$ cat src/rtl/sub2_pkg.sv
// Shared types for the digit-serial subtractor.
// Holds FSM encoding, digit type and digit size.
package sub2_pkg;

  typedef enum logic [1:0] {
    IDLE = 2'd0,
    RUN  = 2'd1,
    DONE = 2'd2
  } state_t;

  typedef logic [1:0] digit_t;

  localparam int DIGIT_BITS = 2;

endpackage

$ cat src/rtl/sub2.sv
// 2-bit LUT borrow cell: {m} - {s} - bin.
// Outputs are forced to zero when not enabled.
module sub2
  import sub2_pkg::*;
(
  input  logic   rx_enable,
  input  logic   rx_borrowflag,
  input  digit_t rx_minuend,
  input  digit_t rx_subtrahend,
  output digit_t tx_difference,
  output logic   tx_borrowflag
);

  logic [4:0] key;
  logic [2:0] lut;

  assign key = {rx_borrowflag, rx_minuend, rx_subtrahend};

  // Lookup {borrow_out, digit} for every input combination
  always_comb begin
    lut = 3'b000;
    unique case (key)
      5'b0_00_00: lut = 3'b000;
      5'b0_00_01: lut = 3'b111;
      5'b0_00_10: lut = 3'b110;
      5'b0_00_11: lut = 3'b101;
      5'b0_01_00: lut = 3'b001;
      5'b0_01_01: lut = 3'b000;
      5'b0_01_10: lut = 3'b111;
      5'b0_01_11: lut = 3'b110;
      5'b0_10_00: lut = 3'b010;
      5'b0_10_01: lut = 3'b001;
      5'b0_10_10: lut = 3'b000;
      5'b0_10_11: lut = 3'b111;
      5'b0_11_00: lut = 3'b011;
      5'b0_11_01: lut = 3'b010;
      5'b0_11_10: lut = 3'b001;
      5'b0_11_11: lut = 3'b000;
      5'b1_00_00: lut = 3'b111;
      5'b1_00_01: lut = 3'b110;
      5'b1_00_10: lut = 3'b101;
      5'b1_00_11: lut = 3'b100;
      5'b1_01_00: lut = 3'b000;
      5'b1_01_01: lut = 3'b111;
      5'b1_01_10: lut = 3'b110;
      5'b1_01_11: lut = 3'b101;
      5'b1_10_00: lut = 3'b001;
      5'b1_10_01: lut = 3'b000;
      5'b1_10_10: lut = 3'b111;
      5'b1_10_11: lut = 3'b110;
      5'b1_11_00: lut = 3'b010;
      5'b1_11_01: lut = 3'b001;
      5'b1_11_10: lut = 3'b000;
      5'b1_11_11: lut = 3'b111;
    endcase
  end

  assign tx_difference = rx_enable ? lut[1:0] : 2'b00;
  assign tx_borrowflag = rx_enable ? lut[2]   : 1'b0;

endmodule

$ cat src/rtl/serial_sub2.sv
// Digit-serial WIDTH-bit subtractor, 2 bits per clock, LSB-first.
// Valid/ready on operands and result; one shared borrow cell.
module serial_sub2
  import sub2_pkg::*;
#(
  parameter int WIDTH = 8
) (
  input  logic             aclk,
  input  logic             areset,
  input  logic             rx_valid,
  output logic             tx_ready,
  input  logic [WIDTH-1:0] rx_minuend,
  input  logic [WIDTH-1:0] rx_subtrahend,
  input  logic             rx_borrowflag,
  output logic             tx_valid,
  input  logic             rx_ready,
  output logic [WIDTH-1:0] tx_difference,
  output logic             tx_borrowflag,
  output logic             tx_zeroflag
);

  localparam int NDIG = WIDTH / DIGIT_BITS;
  localparam int CW   = (NDIG > 1) ? $clog2(NDIG) : 1;

  if (WIDTH < 2 || (WIDTH % 2) != 0) begin : g_bad_width
    $error("serial_sub2: WIDTH must be even and >= 2");
  end

  state_t           state_q, state_d;
  logic [CW-1:0]    cnt_q, cnt_d;
  logic             bor_q, bor_d;
  logic             zero_q, zero_d;
  logic [WIDTH-1:0] min_q, min_d;
  logic [WIDTH-1:0] sub_q, sub_d;
  logic [WIDTH-1:0] diff_q, diff_d;
  logic [WIDTH+1:0] diff_sh;
  digit_t           cell_dig;
  logic             cell_bor;
  logic             run;

  assign run = (state_q == RUN);

  sub2 u_cell (
    .rx_enable     (run),
    .rx_borrowflag (bor_q),
    .rx_minuend    (min_q[1:0]),
    .rx_subtrahend (sub_q[1:0]),
    .tx_difference (cell_dig),
    .tx_borrowflag (cell_bor)
  );

  assign diff_sh = {cell_dig, diff_q};

  // Next-state: accept, step one digit, or hand off the result
  always_comb begin
    state_d = state_q;
    cnt_d   = cnt_q;
    bor_d   = bor_q;
    zero_d  = zero_q;
    min_d   = min_q;
    sub_d   = sub_q;
    diff_d  = diff_q;
    unique case (state_q)
      IDLE: begin
        if (rx_valid) begin
          min_d   = rx_minuend;
          sub_d   = rx_subtrahend;
          bor_d   = rx_borrowflag;
          zero_d  = 1'b1;
          cnt_d   = '0;
          state_d = RUN;
        end
      end
      RUN: begin
        diff_d = diff_sh[WIDTH+1:2];
        bor_d  = cell_bor;
        zero_d = zero_q & (cell_dig == 2'b00);
        min_d  = min_q >> DIGIT_BITS;
        sub_d  = sub_q >> DIGIT_BITS;
        if (cnt_q == CW'(NDIG - 1)) begin
          state_d = DONE;
        end else begin
          cnt_d = cnt_q + CW'(1);
        end
      end
      DONE: begin
        if (rx_ready) begin
          state_d = IDLE;
        end
      end
      default: state_d = IDLE;
    endcase
  end

  // State and datapath registers
  always_ff @(posedge aclk or posedge areset) begin
    if (areset) begin
      state_q <= IDLE;
      cnt_q   <= '0;
      bor_q   <= 1'b0;
      zero_q  <= 1'b0;
      min_q   <= '0;
      sub_q   <= '0;
      diff_q  <= '0;
    end else begin
      state_q <= state_d;
      cnt_q   <= cnt_d;
      bor_q   <= bor_d;
      zero_q  <= zero_d;
      min_q   <= min_d;
      sub_q   <= sub_d;
      diff_q  <= diff_d;
    end
  end

  assign tx_ready      = (state_q == IDLE);
  assign tx_valid      = (state_q == DONE);
  assign tx_difference = diff_q;
  assign tx_borrowflag = bor_q;
  assign tx_zeroflag   = zero_q;

endmodule

$ cat config.mk
export PLATFORM = sky130hd
export DESIGN_NAME = serial_sub2
export DESIGN_NICKNAME = d
export VERILOG_FILES = /design/src/rtl/sub2_pkg.sv /design/src/rtl/sub2.sv /design/src/rtl/serial_sub2.sv
export SDC_FILE = /design/constraint.sdc
export NUM_CORES = 1
export LEC_CHECK = 0
export ABC_AREA = 1
export ABC_CLOCK_PERIOD_IN_PS = 1800
export BUFFER_PORTS_ARGS = -buffer_cell sky130_fd_sc_hd__buf_2
export CAP_MARGIN = 20
export CORE_ASPECT_RATIO = 1.75
export CORE_MARGIN = 3
export CORE_UTILIZATION = 54
export CTS_CLUSTER_DIAMETER = 80
export DETAILED_ROUTE_END_ITERATION = 8
export PLACE_DENSITY = 0.82
export SLEW_MARGIN = 5
export SYNTH_ARGS = -nofsm -noshare
export SYNTH_HDL_FRONTEND = slang
export SYNTH_HIERARCHICAL = 1
export SYNTH_SLANG_ARGS = --single-unit
$ cat constraint.sdc
create_clock -name aclk -period 1.8 [get_ports aclk]
set_input_delay 0.36 -clock aclk [delete_from_list [all_inputs] [get_ports aclk]]
set_output_delay 0.36 -clock aclk [all_outputs]
set_load 0.02 [all_outputs]
==> impl_results.md <==
- Status: finished with violations
- Failing checks: design-rule violations
- Power Internal: approximately 1.9 mW
- Die ar.: about 0.0037 mm^2
- Clock Power Share: 0.153
- Fin nets: 275
- Core Area: roughly 0.0028 mm^2
- WL final: 3620 um
- # port buffers: 32
- Htree depth: 2
- Maximum net fanout on the critical path: 11
- Fraction of layout cells with a size suffix above 1: 0.218
- Post-Layout Cell Count: between 200 and 300
- Yosys warnings: 6
- Total power divided by cell area: just under 2000 mW/mm^2
- Sequential power share: 0.343
- Largest net degree at the start of global routing: 31
- Final setup viols: 0
- Starting Density: 0.575
- Worst path slowest cell: dfrtp_1
- Tmin final: 1.67 ns
- Fillers: about 260
- Seq cells post-synth: 30
- Hold Crit Class: in -> async
- Avg Cell Area, Syn: 7.45 um^2
- Setup tns final: 0 ns
- TritonCTS clock tree: done
- Cts repair resizes: 0
- Setup bufs post-CTS: 0
- Reported max-cap violation count: 0
- DRT iter0 DRCs: between 70 and 80
- Max IR drop VDD: 0.00123 V
- Met1 Track Usage GR: 0.263
- Reg2reg setup slack: ~0.23 ns
- GR Overflow Total: 0
- Max Clk Rate: about 600 MHz
- First-pass GRT wire length: around 6400 um
- Clk_skew: ~0.0062 ns
- Routed WL per cell: about 13 um
- Seq/Total Area, Yosys: 0.469
- Sw Pwr: approximately 1.7 mW
- Worst Tran Pin Value: around 0.44 ns
- Worst stage delay on the critical path: ~0.54 ns
- # clock sinks: 30
- ANT nets after route: 0
- Grt met2 use: 0.405
- Mapped Nets: approximately 240
- Clk buf depth: 2
- Cell row count: 25
- Number of global-route vias before repair: approximately 1,600
- Worst EP required: ~1.4 ns
- Post-CTS Hold Fix Bufs: 0
- Total chip power: roughly 3.6 mW
- Root Buffer: clkbuf_8
- Antenna violations before repair: 0
- Die X: around 47 um
- Gr busiest metal: met2
- Netlist cell types: 22
- Worst-path clk slew: around 0.060 ns
- Area growth, synth to finish: 15.8%
- Commonest cells after routing, fill and taps aside: nand2_1, buf_2, dfrtp_1
- Register area: 751 um^2
- GR Util All Layers: 0.237
- DRT Pass-1 Iters: 6
- WS Path Type: reg -> out
- Worst-Skew Late Latency: around 0.28 ns
- Dpl hpwl: approximately 2600 um
- Final period utilization: 0.927
- Hold Vio Cnt, Final: 0
- Met3 usage: 0.0550
- Unrepaired setup endpoints after global routing: no
- Die height: ~78 um
- LEAKAGE: ~1.1 nW
- Synth Instances: 215
- Cells after DPL: between 200 and 300
- Crit path arrival time: between 1 and 1.5 ns
- Vias: about 1,500
- Critical path, cell by cell: nor2_2, buf_2
- Number of buffers created by CTS: 5
- Via/cell ratio: ~5.5
- IO Pins: 33
- Slew HR: 0.705
- GP Congestion: between 0.8 and 0.9
- Startpoint types: flop
- Comb pwr share: 0.504
- Slew Limit Fails: 0
- Setup crit end kind: output pin
- Sw Ratio: 0.473
- Diodes inserted: 0
- Most common cell after layout, fill and taps aside: nand2_1
- Post-Syn Area: between 0.0015 and 0.002 mm^2
- DRC: 1
- Area of the multi-input gates: ~730 um^2
==> routing by layer <==
layer | vias up | wire [um]
li1 | 744 | -
met3 | 13 | 143
met1 | 723 | 1390
met5 | - | 0
met4 | 0 | 100
met2 | 50 | 1980
==> worst paths after layout <==
kind                       depth (start not counted)                          from                           end
max                                                2        state_q[0]$_DFFE_PP0P_                      tx_ready
min                                                3                        areset  tx_difference[5]$_DFFE_PP0N_
max reg2reg                                       10          sub_q[0]$_DFFE_PP0P_       tx_zeroflag$_DFFE_PP0P_
min reg2reg                                        2  tx_difference[0]$_DFFE_PP0N_  tx_difference[0]$_DFFE_PP0N_
max in group asynchronous                          3                        areset       tx_zeroflag$_DFFE_PP0P_
min in group aclk                                  3                 rx_minuend[6]          min_q[6]$_DFFE_PP0P_
==> layout make-up <==
cell class	count	share of cell area
flip-flops and latches	30	0.405
multi-input cells	163	0.393
repair buffers	36	0.103
clock buffers	7	0.0466
inverters	15	0.0317
well taps	27	0.0182
clock inverters	1	0.00270
==> power groups by stage <==
stage          Clock [mW]  Combinational (mW)  Sequential (mW)
3_3_place_gp            0                1.75             1.22
6_report            0.550                1.81             1.23
5_1_grt             0.591                2.09             1.27
2_1_floorplan           0                1.37             1.27
4_1_cts             0.559                1.81             1.23
3_5_place_dp            0                1.79             1.24
==> worst max-delay path, delay by kind of cell, from the launching register on <==
family                 cells  cell delay [ns]
flip-flops                 1             0.54
buffers and inverters      1             0.21
AND/OR/NAND/NOR            1             0.29
==> sequential cells by signal, indices dropped and copies added (netlist names) <==
name           count
min_q              8
sub_q              8
tx_difference      8
cnt_q              2
state_q            2
tx_borrowflag      1
tx_zeroflag        1
==> through the flow <==
stage | utilization | hold WS [ns] | setup slack, ns | cell area (um^2)
CTS | 0.666 | 0.149 | 0.127 | 1850
detailed placement | 0.633 | 0.449 | 0.261 | 1760
global route | 0.666 | 0.168 | 0.0585 | 1850
finish | 0.666 | 0.139 | 0.131 | 1850
global placement | 0.633 | 0.447 | 0.329 | 1760
floorplan | - | 0.443 | 0.393 | 1600
==> cell usage after synthesis <==
master	number	area share
o21ai_1	4	0.013
nand4_1	1	0.0039
nand2_2	2	0.0078
o21ai_4	1	0.010
a21boi_1	1	0.0047
nand2_1	109	0.26
buf_4	1	0.0047
inv_4	1	0.0039
nor2_2	1	0.0039
dfrtp_1	30	0.47
buf_2	2	0.0063
inv_1	9	0.021
nand3b_1	1	0.0047
ha_1	3	0.023
o21ai_0	2	0.0063
nand2_4	1	0.0070
nor2_4	1	0.0070
a21oi_1	4	0.013
inv_2	5	0.012
nor2_1	5	0.012
buf_6	4	0.028
nand3_1	27	0.084
==> cell families after synthesis <==
kind of cell,Yosys count,synth area share
simple gates,148,0.386
buf+inv,22,0.0758
compound gates,12,0.0461
flops,30,0.469
fa+ha+maj,3,0.0234
(Power assumes the default switching activity.)
